$ cat config.mk
export PLATFORM = sky130hd
export DESIGN_NAME = seq_scan_ctrl_flat
export DESIGN_NICKNAME = d
export VERILOG_FILES = /design/src/rtl/seq_scan_pkg.sv /design/src/rtl/seq_scan_ctrl_if.sv /design/src/rtl/seq10001_det.sv /design/src/rtl/seq_scan_ctrl.sv /design/src/flat_wrapper.sv
export SDC_FILE = /design/constraint.sdc
export NUM_CORES = 1
export LEC_CHECK = 0
export ABC_CLOCK_PERIOD_IN_PS = 2150
export CORE_AREA = 8 8 69 65
export CTS_CLUSTER_DIAMETER = 60
export DETAILED_ROUTE_END_ITERATION = 8
export DIE_AREA = 0 0 77 73
export HOLD_SLACK_MARGIN = 0.06
export MAX_ROUTING_LAYER = met4
export PLACE_DENSITY = 0.78
export SYNTH_ARGS = -nofsm -noshare
export SYNTH_HDL_FRONTEND = slang
export SYNTH_SLANG_ARGS = --single-unit
$ cat constraint.sdc
create_clock -name clk -period 2.15 [get_ports clk]
set_input_delay 0.5375 -clock clk [delete_from_list [all_inputs] [get_ports clk]]
set_output_delay 0.5375 -clock clk [all_outputs]
set_load 0.05 [all_outputs]
$ cat src/rtl/seq_scan_pkg.sv
// Shared types for the "10001" scan controller: controller and detector state
// encodings plus the pattern length.
package seq_scan_pkg;

  localparam int PATTERN_LEN = 5;

  typedef enum logic [1:0] {
    ST_IDLE,
    ST_SHIFT,
    ST_DRAIN,
    ST_DONE
  } ctrl_state_e;

  typedef enum logic [2:0] {
    DET_S0,
    DET_S1,
    DET_S10,
    DET_S100,
    DET_S1000,
    DET_S10001
  } det_state_e;

endpackage

$ cat src/rtl/seq_scan_ctrl_if.sv
// Producer/consumer handshakes and detector observation signals of seq_scan_ctrl.
interface seq_scan_ctrl_if #(
  parameter int WIDTH = 16,
  parameter int CNT_W = 6
);
  logic [WIDTH-1:0] in_data;
  logic             in_valid;
  logic             in_ready;
  logic [CNT_W-1:0] out_count;
  logic             out_valid;
  logic             out_ready;
  logic             busy;
  logic             det_din;
  logic             det_dout;

  modport master (
    output in_data, in_valid, out_ready,
    input  in_ready, out_count, out_valid, busy, det_din, det_dout
  );

  modport slave (
    input  in_data, in_valid, out_ready,
    output in_ready, out_count, out_valid, busy, det_din, det_dout
  );
endinterface

$ cat src/rtl/seq10001_det.sv
// Moore detector for the serial pattern "10001" with overlapping matches.
// State only advances while en is high; clr returns it to S0.
module seq10001_det
  import seq_scan_pkg::*;
(
  input  logic clk,
  input  logic clr,
  input  logic en,
  input  logic din,
  output logic dout
);

  det_state_e state_q, state_d;

  always_ff @(posedge clk) begin
    if (clr) begin
      state_q <= DET_S0;
    end else if (en) begin
      state_q <= state_d;
    end
  end

  // After a hit the trailing "1" is the start of the next candidate match.
  always_comb begin
    state_d = DET_S0;
    case (state_q)
      DET_S0:     state_d = din ? DET_S1     : DET_S0;
      DET_S1:     state_d = din ? DET_S1     : DET_S10;
      DET_S10:    state_d = din ? DET_S1     : DET_S100;
      DET_S100:   state_d = din ? DET_S1     : DET_S1000;
      DET_S1000:  state_d = din ? DET_S10001 : DET_S0;
      DET_S10001: state_d = din ? DET_S1     : DET_S10;
      default:    state_d = DET_S0;
    endcase
  end

  assign dout = (state_q == DET_S10001);

endmodule

$ cat src/rtl/seq_scan_ctrl.sv
// Accepts a parallel word, shifts it MSB-first through the "10001" detector,
// and returns the number of hits over a valid/ready result handshake.
module seq_scan_ctrl
  import seq_scan_pkg::*;
#(
  parameter int WIDTH      = 16,
  parameter int CNT_W      = 6,
  parameter int CONTINUOUS = 0
) (
  input  logic          clk,
  input  logic          clr,
  seq_scan_ctrl_if.slave bus
);

  localparam int BW = $clog2(WIDTH);

  ctrl_state_e      state_q, state_d;
  logic [WIDTH-1:0] shreg_q, shreg_d;
  logic [BW-1:0]    bitcnt_q, bitcnt_d;
  logic [CNT_W-1:0] count_q, count_d;
  logic             accept;
  logic             det_clr;
  logic             det_en;
  logic             det_dout;

  always_ff @(posedge clk) begin
    if (clr) begin
      state_q  <= ST_IDLE;
      shreg_q  <= '0;
      bitcnt_q <= '0;
      count_q  <= '0;
    end else begin
      state_q  <= state_d;
      shreg_q  <= shreg_d;
      bitcnt_q <= bitcnt_d;
      count_q  <= count_d;
    end
  end

  always_comb begin
    state_d  = state_q;
    shreg_d  = shreg_q;
    bitcnt_d = bitcnt_q;
    count_d  = count_q;
    accept   = 1'b0;
    case (state_q)
      ST_IDLE: begin
        if (bus.in_valid) begin
          accept   = 1'b1;
          shreg_d  = bus.in_data;
          bitcnt_d = '0;
          count_d  = '0;
          state_d  = ST_SHIFT;
        end
      end
      ST_SHIFT: begin
        shreg_d  = {shreg_q[WIDTH-2:0], 1'b0};
        bitcnt_d = bitcnt_q + 1'b1;
        // First shift cycle still shows the previous word's final detector state.
        if (det_dout && (bitcnt_q != '0) && (count_q != '1)) begin
          count_d = count_q + 1'b1;
        end
        if (bitcnt_q == BW'(WIDTH - 1)) begin
          state_d = ST_DRAIN;
        end
      end
      ST_DRAIN: begin
        if (det_dout && (count_q != '1)) begin
          count_d = count_q + 1'b1;
        end
        state_d = ST_DONE;
      end
      ST_DONE: begin
        if (bus.out_ready) begin
          state_d = ST_IDLE;
        end
      end
      default: state_d = ST_IDLE;
    endcase
  end

  assign det_clr = clr | (accept & (CONTINUOUS == 0));
  assign det_en  = (state_q == ST_SHIFT);

  seq10001_det u_det (
    .clk  (clk),
    .clr  (det_clr),
    .en   (det_en),
    .din  (bus.det_din),
    .dout (det_dout)
  );

  assign bus.in_ready  = (state_q == ST_IDLE);
  assign bus.out_valid = (state_q == ST_DONE);
  assign bus.out_count = count_q;
  assign bus.busy      = (state_q == ST_SHIFT) || (state_q == ST_DRAIN);
  assign bus.det_din   = (state_q == ST_SHIFT) ? shreg_q[WIDTH-1] : 1'b0;
  assign bus.det_dout  = det_dout;

endmodule

$ cat src/flat_wrapper.sv
// flat-port wrapper written by rule: the top's interface ports become plain ports
module seq_scan_ctrl_flat import seq_scan_pkg::*;
#(
  parameter int WIDTH      = 16,
  parameter int CNT_W      = 6,
  parameter int CONTINUOUS = 0
)
  (clk, clr, bus_in_data, bus_in_valid, bus_out_ready, bus_in_ready, bus_out_count, bus_out_valid, bus_busy, bus_det_din, bus_det_dout);
  seq_scan_ctrl_if #(.WIDTH(WIDTH), .CNT_W(CNT_W)) bus_i ();
  input  logic clk;
  input  logic clr;
  input wire logic [$bits(bus_i.in_data)-1:0] bus_in_data;
  input wire logic [$bits(bus_i.in_valid)-1:0] bus_in_valid;
  input wire logic [$bits(bus_i.out_ready)-1:0] bus_out_ready;
  output wire logic [$bits(bus_i.in_ready)-1:0] bus_in_ready;
  output wire logic [$bits(bus_i.out_count)-1:0] bus_out_count;
  output wire logic [$bits(bus_i.out_valid)-1:0] bus_out_valid;
  output wire logic [$bits(bus_i.busy)-1:0] bus_busy;
  output wire logic [$bits(bus_i.det_din)-1:0] bus_det_din;
  output wire logic [$bits(bus_i.det_dout)-1:0] bus_det_dout;
  assign bus_i.in_data = bus_in_data;
  assign bus_i.in_valid = bus_in_valid;
  assign bus_i.out_ready = bus_out_ready;
  assign bus_in_ready = bus_i.in_ready;
  assign bus_out_count = bus_i.out_count;
  assign bus_out_valid = bus_i.out_valid;
  assign bus_busy = bus_i.busy;
  assign bus_det_din = bus_i.det_din;
  assign bus_det_dout = bus_i.det_dout;
  seq_scan_ctrl #(.WIDTH(WIDTH), .CNT_W(CNT_W), .CONTINUOUS(CONTINUOUS)) u_core (.clk(clk), .clr(clr), .bus(bus_i));
endmodule
==> results.ini <==
[drt]
viasPerCell = 5.67
firstDrtPassIters = 4
drc = 0
drt_iter0_drc = 102
wl_um = 3910
wl_per_cell_um = 14.9
antenna_left = 0
dr_total_vias = 1491

[clock_tree]
htreeDepth = 2
clk_path_buf_depth = 2
cts_made_buffers = 5
cts_tree = done
cts-root-buf = clkbuf_8
clk_latency_ns = 0.28
cts.clk_slew.worst_paths_ns = 0.06
holdBufCountCts = 0
post-cts-setup-buffers = 0
post_cts_resized = 0
cts_num_sinks = 31

[grt]
grt_max_degree = 31
grt_pass1_wl_um = 6510
overflow = 0
antenna_found_initial = 0
grt_usage_pct = 14.6
grt_pass1_vias = 1453

[placement]
pre_cts_ws_ns = 0.0630
placed_cells = 255
port_buffers = 30
gp_congestion = 0.825
place.detailed.hpwl_um = 2880

[yosys]
synth_nets = 213
async_flop_share_pct = 0
yosysTopAreaCell = dfxtp_1
yosys-top-cells-area = dfxtp_1 37%, mux2i_1 9.5%, a211oi_1 7.1%
yosysWarnings = 0
syn_area_um2 = 1680
synthCells = 185
synth_area_per_cell_um2 = 9.10
synth.top_cells.by_count = 31 x dfxtp_1, 21 x nor2_1, 16 x a211oi_1, 16 x mux2i_1
synth_edf_count = 0
netlist.area_leader.share_pct = 36.8
synth.most_common_cell = dfxtp_1
ys.flop_type = dfxtp_1
ys_seq_area_share_pct = 36.8
synth_cell_types = 41
synth_seq_cells = 31

[floorplan]
ios = 31
die_y_um = 73
die_w_um = 77
fp-row-count = 20
dieArea_um2 = 5620
initial_utilization_pct = 51.0
core_area_um2 = 3300

[finish]
n_fill_cell = 271
n_antenna_cell = 0
fin_cells = 263
multi_input_area_um2 = 971
nNetsFinal = 246
drive_gt1_share_pct = 14.6
syn_to_final_growth_pct = 29.8
layout.area.seq_um2 = 621

[hold_path]
min_to = u_core.shreg_q[0]$_SDFFE_PP0P_
hp-class = reg2reg
hold_start = u_core.shreg_q[0]$_SDFFE_PP0P_
whs_path_depth = 2

[critical_path]
path_cells = clkdlybuf4s50_1
crit_type = reg2out
critPathMaxStageDelay_ns = 0.84
regToRegStartpoint = u_core.state_q[0]$_SDFFE_PP0P_
critPathMaxFanout = 5
cpLargestDelayFamily = buffers and inverters
r2r.worst_path.cells = 6
cp_slowest_cell = clkdlybuf4s50_1
cp-end-kind = output port
startpoint_type = register
cp.required_ns = 1.61
r2r_slack_ns = 0.32
critPathBufInv = 1
timing.rr.end = u_core.bus.out_count[4]$_SDFFE_PP0P_
arrival_ns = 1.55

[power_and_ir_drop]
leakage_nw = 0.829
power.ir.vdd_worst_uv = 1050
powerDensity_nw_per_um2 = 1530

[timing]
setup_viol = 0
setup_slack_ns = 0.0670
maxSlewHeadroom_pct = 66.1
rsz0062_at_grt = false
hold_viol = 0
tns_ns = 0
fin_skew_ns = 0.00543
clock.fmax_mhz = 480
tightest_slew_ns = 0.507
fin_crit_ns = 2.08
period_share_pct = 96.9
drv_slew = 0

[run]
cap_violations = 0

[run_status]
outcome = completed

-- where the power goes --
part / internal (W) / switching, W / total, W
sequential: 0.000733 / 0.000106 / 0.000840
clock: 0.000375 / 0.000220 / 0.000595
combinational: 0.000836 / 0.00106 / 0.00190
total: 0.00194 / 0.00139 / 0.00333
-- worst min-delay path: stages (launching register included) --
cell	delay [ns]
dfxtp_1	0.31
nand2_1	0.05
a21oi_1	0.05
-- routing by layer --
metal  vias up  GRT usage [%]  share of wire [%]
met2        36           24.7                 51
met3         0           6.03                5.3
li1        744              -                  -
met5         -              -                  0
met1       711           15.6                 44
met4         0           3.77                  0
-- cells by family after synthesis --
logic type	Yosys count	share of synthesized area, %
compound gates	50	21.8
fa+ha+maj	8	5.94
buf+inv	19	5.50
flops	31	36.9
mux	18	11.2
simple gates	59	18.7
-- per-stage QoR --
step           instance area [um2]  util, %  hold slack [ns]  power [W]
2_1_floorplan                 1680        -            0.432    0.00223
3_3_place_gp                  2070     62.6            0.443    0.00268
3_5_place_dp                  2070     62.6            0.446    0.00275
4_1_cts                       2190     66.2            0.456    0.00335
5_1_grt                       2190     66.2            0.479    0.00358
6_report                      2190     66.2            0.453    0.00333
-- layout by cell type, fill, tap and decap left out, types with 7 or more instances in the layout --
| master | netlist | final |
|---|---|---|
| dfxtp_1 | 31 | 31 |
| clkdlybuf4s50_1 | 0 | 22 |
| nor2_1 | 21 | 21 |
| a211oi_1 | 16 | 16 |
| mux2i_1 | 16 | 16 |
| inv_1 | 9 | 9 |
| a21oi_1 | 9 | 9 |
| buf_4 | 0 | 9 |
| nand2_1 | 8 | 8 |
| ha_1 | 8 | 8 |
| o21ai_0 | 7 | 7 |
| nand3_1 | 7 | 7 |
-- area by class of cell --
| class | count | area share [%] |
|---|---|---|
| Multi-Input combinational cell | 135 | 44.4 |
| Sequential cell | 31 | 28.4 |
| Timing Repair Buffer | 36 | 17.7 |
| Clock buffer | 6 | 3.78 |
| Tap cell | 44 | 2.52 |
| Clock inverter | 2 | 1.60 |
| Inverter | 9 | 1.55 |
-- how the worst max path moves through the flow --
stage | startpoint | to | slack [ns] | depth (start not counted)
finish | u_core.bus.out_count[5]$_SDFFE_PP0P_ | bus_out_count[5] | 0.07 | 1
global placement | bus_in_valid | u_core.shreg_q[1]$_SDFFE_PP0P_ | 0.18 | 6
global route | u_core.bus.out_count[5]$_SDFFE_PP0P_ | bus_out_count[5] | 0.03 | 1
detailed placement | bus_in_valid | u_core.shreg_q[11]$_SDFFE_PP0P_ | 0.06 | 6
floorplan | u_core.state_q[0]$_SDFFE_PP0P_ | u_core.bus.out_count[4]$_SDFFE_PP0P_ | 0.19 | 6
CTS | u_core.bus.out_count[5]$_SDFFE_PP0P_ | bus_out_count[5] | 0.06 | 1
-- sequential cells by signal, summed over array words and instances (netlist names) --
name,count
u_core.state_q,2
u_core.shreg_q,16
u_core.bus.out_count,6
u_core.bitcnt_q,4
u_core.u_det.state_q,3
No activity file was read; power rests on OpenSTA's default activity.
